--- src/rtl/execute_hazard_scheduler.sv ---
// Execute-stage hazard control: operand forwarding, load-use and branch stall/flush,
// and a small FSM that holds a multi-cycle ALU op in Execute for MC_LATENCY cycles.
module execute_hazard_scheduler #(
   parameter int MC_LATENCY = 4,
   parameter int CNT_W      = 4
) (
   input  logic       clk,
   input  logic       rst_n,
   input  logic [4:0] Rs1D,
   input  logic [4:0] Rs2D,
   input  logic [4:0] Rs1E,
   input  logic [4:0] Rs2E,
   input  logic [4:0] RdE,
   input  logic [1:0] ResultSrcE,
   input  logic       MultiCycleE,
   input  logic       PCSrcE,
   input  logic [4:0] RdM,
   input  logic [4:0] RdW,
   input  logic       RegWriteM,
   input  logic       RegWriteW,
   output logic [1:0] ForwardAE,
   output logic [1:0] ForwardBE,
   output logic       StallF,
   output logic       StallD,
   output logic       StallE,
   output logic       FlushD,
   output logic       FlushE,
   output logic       BubbleM,
   output logic       McBusy,
   output logic       McDoneE,
   output logic [1:0] McStateDbg
);

   typedef enum logic [1:0] {
      S_IDLE = 2'd0,
      S_BUSY = 2'd1,
      S_DONE = 2'd2
   } mc_state_t;

   localparam logic [CNT_W-1:0] LAST_CNT  = CNT_W'(MC_LATENCY - 2);
   localparam mc_state_t        START_NXT = (MC_LATENCY == 2) ? S_DONE : S_BUSY;

   mc_state_t        r_state;
   mc_state_t        w_state_nxt;
   logic [CNT_W-1:0] r_cnt;
   logic [CNT_W-1:0] w_cnt_nxt;
   logic             w_mc_stall;
   logic             w_lw_stall;

   // Memory result is newer than Writeback, so it wins; x0 is hard-wired zero.
   function automatic logic [1:0] fwd_sel(input logic [4:0] rs);
      if (RegWriteM && (RdM != 5'd0) && (RdM == rs))
         fwd_sel = 2'b10;
      else if (RegWriteW && (RdW != 5'd0) && (RdW == rs))
         fwd_sel = 2'b01;
      else
         fwd_sel = 2'b00;
   endfunction

   assign ForwardAE = fwd_sel(Rs1E);
   assign ForwardBE = fwd_sel(Rs2E);

   assign w_lw_stall = (ResultSrcE == 2'b01) && (RdE != 5'd0) &&
                       ((RdE == Rs1D) || (RdE == Rs2D));

   always_ff @(posedge clk or negedge rst_n) begin
      if (!rst_n) begin
         r_state <= S_IDLE;
         r_cnt   <= '0;
      end else begin
         r_state <= w_state_nxt;
         r_cnt   <= w_cnt_nxt;
      end
   end

   // DONE always returns to IDLE so a still-asserted MultiCycleE cannot retrigger the same op.
   always_comb begin
      w_state_nxt = r_state;
      w_cnt_nxt   = r_cnt;
      w_mc_stall  = 1'b0;
      case (r_state)
         S_IDLE: begin
            if (MultiCycleE && !PCSrcE) begin
               w_mc_stall  = 1'b1;
               w_cnt_nxt   = CNT_W'(1);
               w_state_nxt = START_NXT;
            end
         end
         S_BUSY: begin
            w_mc_stall = 1'b1;
            if (r_cnt == LAST_CNT)
               w_state_nxt = S_DONE;
            else
               w_cnt_nxt = r_cnt + 1'b1;
         end
         S_DONE: begin
            w_state_nxt = S_IDLE;
         end
         default: begin
            w_state_nxt = S_IDLE;
         end
      endcase
   end

   assign StallF     = w_lw_stall | w_mc_stall;
   assign StallD     = w_lw_stall | w_mc_stall;
   assign StallE     = w_mc_stall;
   assign BubbleM    = w_mc_stall;
   assign FlushD     = PCSrcE;
   assign FlushE     = PCSrcE | (w_lw_stall & ~w_mc_stall);
   assign McBusy     = (r_state == S_BUSY) || (r_state == S_DONE);
   assign McDoneE    = (r_state == S_DONE);
   assign McStateDbg = r_state;

endmodule

--- config.mk ---
export PLATFORM = sky130hd
export DESIGN_NAME = execute_hazard_scheduler
export DESIGN_NICKNAME = d
export VERILOG_FILES = /design/src/rtl/execute_hazard_scheduler.sv
export SDC_FILE = /design/constraint.sdc
export NUM_CORES = 1
export LEC_CHECK = 0
export BUFFER_PORTS_ARGS = -buffer_cell sky130_fd_sc_hd__buf_2
export CORE_MARGIN = 5
export CORE_UTILIZATION = 42
export DETAILED_ROUTE_END_ITERATION = 12
export GPL_ROUTABILITY_DRIVEN = 0
export GPL_TIMING_DRIVEN = 0
export PLACE_DENSITY = 0.87
export REMOVE_ABC_BUFFERS = 1
export SYNTH_ARGS = -nofsm -noshare
export SYNTH_HDL_FRONTEND = slang
export SYNTH_SLANG_ARGS = --single-unit
--- constraint.sdc ---
create_clock -name clk -period 2.5 [get_ports clk]
set_clock_uncertainty 0.1 [all_clocks]
set_input_delay 0.5 -clock clk [delete_from_list [all_inputs] [get_ports clk]]
set_output_delay 0.5 -clock clk [all_outputs]
set_load 0.005 [all_outputs]
; Yosys cells after proc, flatten, opt, wreduce, memory -nomap -nowiden
; Index checks and enable logic that the tools add are counted.
[word_totals]
elab_cells = 51
reg_bits = 6
in_bits = 43
[classes]
bitwise = 4
muxes = 12
add_sub_neg = 1
reduce_logical = 19
n_eq_ne = 13
[op_table]
columns = op, count
row1 = $eq A5 B5 Y1, 6
row2 = $reduce_bool A5 Y1, 3
row3 = $logic_and A1 B1 Y1, 9
row4 = $mux W2, 4
row5 = $mux W4, 2
row6 = $pmux W4 S2, 1
row7 = $ne A2 B2 Y1 const B, 3
row8 = $add A4 B1 Y4 const B, 1
row9 = $eq A2 B1 Y1 const B, 2
row10 = $eq A4 B2 Y1 const B, 1
row11 = $pmux W2 S2, 1
row12 = $mux W1, 3
row13 = $reduce_and A3 Y1, 1
row14 = $eq A2 B2 Y1 const B, 1
row15 = $logic_not A2 Y1, 1
row16 = $logic_or A1 B1 Y1, 2
row17 = $or A1 B1 Y1, 2
row18 = $pmux W1 S2, 1
row19 = $reduce_and A2 Y1, 1
row20 = $reduce_bool A2 Y1, 1
row21 = $and A1 B1 Y1, 1
row22 = $logic_not A1 Y1, 1
row23 = $not A1 Y1, 1

; Longest topological paths before layout
[logic_depth]
word_depth = 7
depth_mapped = 6

; Least setup slack after synthesis
; Ideal clock, no wire load.
[synth_timing]
path_kind = in2out
from = input RdM[1]
to = output ForwardAE[0]
n_path_buf = 0
required_time_ns = 1.900
arrival_time_ns = 1.524
slack_ns = 0.376
stages = 4
path_cell_list = or4_4 > o21ai_2 > nor4_1 > nor4_2
[synth_between]
elab_chain_len = 4
elab_cells_between_ends = 5
[synth_lines]
columns = item, line
row1 = "start, declared", 17  ; input logic [4:0] RdM,
row2 = $reduce_bool A5 Y1, 52  ; if (RegWriteM && (RdM != 5'd0) && (RdM == rs))
row3 = $logic_and A1 B1 Y1, 52
row4 = $logic_and A1 B1 Y1 *, 52
row5 = $mux W2 *, 52
row6 = "end, declared", 21  ; output logic [1:0] ForwardAE,
; Every way passes the cells marked *; elsewhere a longest branch is shown, timed or not.

; Worst setup path in the final report
[layout_timing]
from = input RdM[1]
to = output ForwardBE[0]
[layout_between]
elab_chain_len = 4
elab_cells_between_ends = 5
[layout_lines]
columns = item, line
row1 = $reduce_bool A5 Y1, 52
row2 = $logic_and A1 B1 Y1, 52
row3 = $logic_and A1 B1 Y1 *, 52
row4 = $mux W2 *, 52
row5 = "end, declared", 22  ; output logic [1:0] ForwardBE,
; Marks and branches as above.

==> run_results.csv <==
group,metric,value,unit
grt,grt_pass1_vias,937,
worst_setup_path,arrival,1.81,ns
clock_network,cts_resized,0,
place,port_buffers,56,
cells_and_area,diodes,0,
yosys,synth_edf_count,0,
yosys,netlist_instances,97,
clock_network,cts.sinks,6,
sta,timing.fmax,415,MHz
worst_hold_path,worstHoldStart,"r_cnt[0]$_DFFE_PN0P_",
sta,report.final.slew_viol_count,0,
cells_and_area,drive_gt1_share,44.2,%
clock_network,clk_pin_slew,0.05,ns
cells_and_area,final_cell_area,1180,um2
sta,period_share,96.3,%
drt,vias,923,
yosys,synth_commonest_cells,"24 x xor2_1, 7 x ha_1, 7 x inv_1, 7 x xnor2_1",
drt,drtIter0Drc,8,
grt,grt_overflow,0,
yosys,yosysMostFrequentCell,"xor2_1",
worst_setup_path,critPathKind,"input port to output pin",
yosys,yosys_most_used_dff,"dfrtp_1",
status,outcome,"complete, no violations",
sta,rsz0062_at_grt,"no",
worst_setup_path,reg2reg_slack,0.61,ns
drt,topRoutingLayerUsed,"met4",
sta,maxSlewHeadroom,54.6,%
worst_hold_path,whs_path_depth,1,
yosys,yosysSeqAreaShare,17.5,%
sta,worstMarginPinSlew,0.664,ns
clock_network,clkLatencyLatePin,0.24,ns
grt,grt_pass1_wl,3680,um
drt,met1_length,844,um
drt,vias_per_cell,5.10,
worst_setup_path,critical_path.endpoint,"ForwardBE[0]",
worst_setup_path,cp-startpoint,"RdM[1]",
yosys,avgSynthCellArea,8.82,um2
place,dp_cells,177,
yosys,yosysTopAreaCell,"xor2_1",
worst_hold_path,min_path_type,"flip-flop to flip-flop",
clock_network,cts_tree,"yes",
clock_network,clk_path_buf_depth,2,
flow_run,max_cap_violations,0,
pwr,p_per_area,622,nW/um2
floorplan,initial_core_util,43.6,%
worst_setup_path,crit_required,1.90,ns
worst_setup_path,reg2reg_depth,5,
drt,wirelength,2410,um
clock_network,htreeDepth,1,
yosys,yosys-top-cells-area,"xor2_1 25%, dfrtp_1 18%, ha_1 10%",
worst_setup_path,timing.rr.start,"McStateDbg[0]$_DFFE_PN0P_",
worst_setup_path,end_kind,"output pin",
floorplan,fp.dieW,55.1,um
sta,setup_viol,0,
sta,period_minus_slack,2.41,ns
cells_and_area,nets,206,
drt,firstDrtPassIters,4,
pwr,ir_worst_vdd,0.540,mV
drt,wl_met2,1220,um
worst_setup_path,cp_max_fo,3,
cells_and_area,multiInputGateArea,657,um2
yosys,netlist_area,856,um2
clock_network,numCtsBuffers,3,
yosys,synth_warnings,0,
worst_setup_path,reg2reg_to,"r_cnt[3]$_DFFE_PN0P_",
floorplan,ios,57,
grt,grtUsageTotal,16.9,%
sta,totalNegativeSetupSlack,0,ns
yosys,yosysTopAreaCellShare,24.6,%
floorplan,core,1960,um2
yosys,async_flop_share,100,%
cells_and_area,area_delta_synth_final,37.9,%
grt,grt_antenna_before_repair,0,
cells_and_area,fill_cells,173,
floorplan,die_y,55.1,um
clock_network,cts_root_buffer,"clkbuf_4",
drt,met3WireLength,314,um
yosys,yosys_register_bits,6,
floorplan,dieArea,3040,um2
floorplan,rows,16,
drt,drcViolationCount,0,
drt,postRouteAntennaNets,0,
cells_and_area,regArea,150,um2
worst_setup_path,cp-start-kind,"input port",
yosys,ys_types,27,
cells_and_area,stdcell_count,181,
drt,post_drt_wl_per_cell,13.3,um
sta,hold_viol_final,0,
pwr,p_leak,0.610,nW
place,dpl.hpwl,2130,um
place,dpl-instance-area,1150,um2
grt,grt_max_degree,7,
## flip-flops by register name, indices dropped and copies added (netlist names)
signal / cells
McStateDbg: 2
r_cnt: 4
## worst min path at each step
stage | slack (ns) | endpoint
after global routing | 0.49 | r_cnt[3]$_DFFE_PN0P_
after detailed placement | 0.23 | McStateDbg[1]$_DFFE_PN0P_
after floorplan | 0.10 | McStateDbg[0]$_DFFE_PN0P_
after CTS | 0.44 | r_cnt[0]$_DFFE_PN0P_
final | 0.44 | r_cnt[0]$_DFFE_PN0P_
after global placement | 0.23 | McStateDbg[1]$_DFFE_PN0P_
## repair_timing
item	CTS	global route
hold endpoints to repair	6	0
hold buffers	1	0
setup buffers	0	0
endpoints found under the setup margin	0	1
## kinds of logic after synthesis
family,Yosys count,share of synthesized area (%)
xor gates and xnor gates,31,31.7
and+or+nand+nor,27,20.0
AOI/OAI and AO/OA,13,10.8
buffers and inverters,10,5.70
adders and majority gates,7,10.2
DFF,6,17.5
muxes,3,3.95
## critical path, cell delays in order
cell and delay [ns]:
buf_2 0.13, or4_4 0.53, o21ai_2 0.15, nor4_1 0.09, nor4_2 0.26, buf_2 0.15
## metrics by stage
stage	hold slack [ns]	util, %	power (mW)	setup WS [ns]
after global placement	0.227	58.5	0.620	0.113
after detailed placement	0.234	58.5	0.647	0.0785
final	0.441	60.1	0.734	0.0917
after floorplan	0.104	-	0.459	0.376
after CTS	0.437	60.1	0.742	0.0764
after global routing	0.486	60.1	0.809	0.0260
## routing by layer
layer,up-vias,track usage [%]
met2,52,34.4
li1,445,-
met5,-,0
met1,418,16.9
met4,0,5.67
met3,8,2.68
## cell usage in the layout, fill, tap and decap left out, drive strengths merged
cell / count
xnor2: 7
a22oi: 2
a221oi: 1
nor3: 3
nand3: 3
buf: 56
a2111oi: 1
nor2: 6
nand2b: 1
a21oi: 3
inv: 7
nand2: 2
o21ai: 4
a21o: 1
o31ai: 1
mux2: 3
or4: 5
ha: 7
and3: 1
clkbuf: 3
xor2: 24
dfrtp: 6
nor2b: 2
dlygate4sd3: 1
nor4: 4
## cell type report
| class | instances | area share, % |
|---|---|---|
| inverter | 7 | 2.23 |
| tap | 27 | 2.86 |
| sequential | 6 | 12.7 |
| clock buffer | 3 | 1.91 |
| multi-input combinational | 81 | 55.7 |
| timing repair buffer | 57 | 24.6 |
## report_power, final
part           switching [mW]  leakage [nW]  total [mW]  internal, mW
sequential             0.0451        0.0758       0.187         0.142
combinational           0.236         0.520       0.457         0.221
clock                  0.0362        0.0138      0.0906        0.0544
total                   0.317         0.610       0.734         0.417
Power figures use the tool's default switching activity.
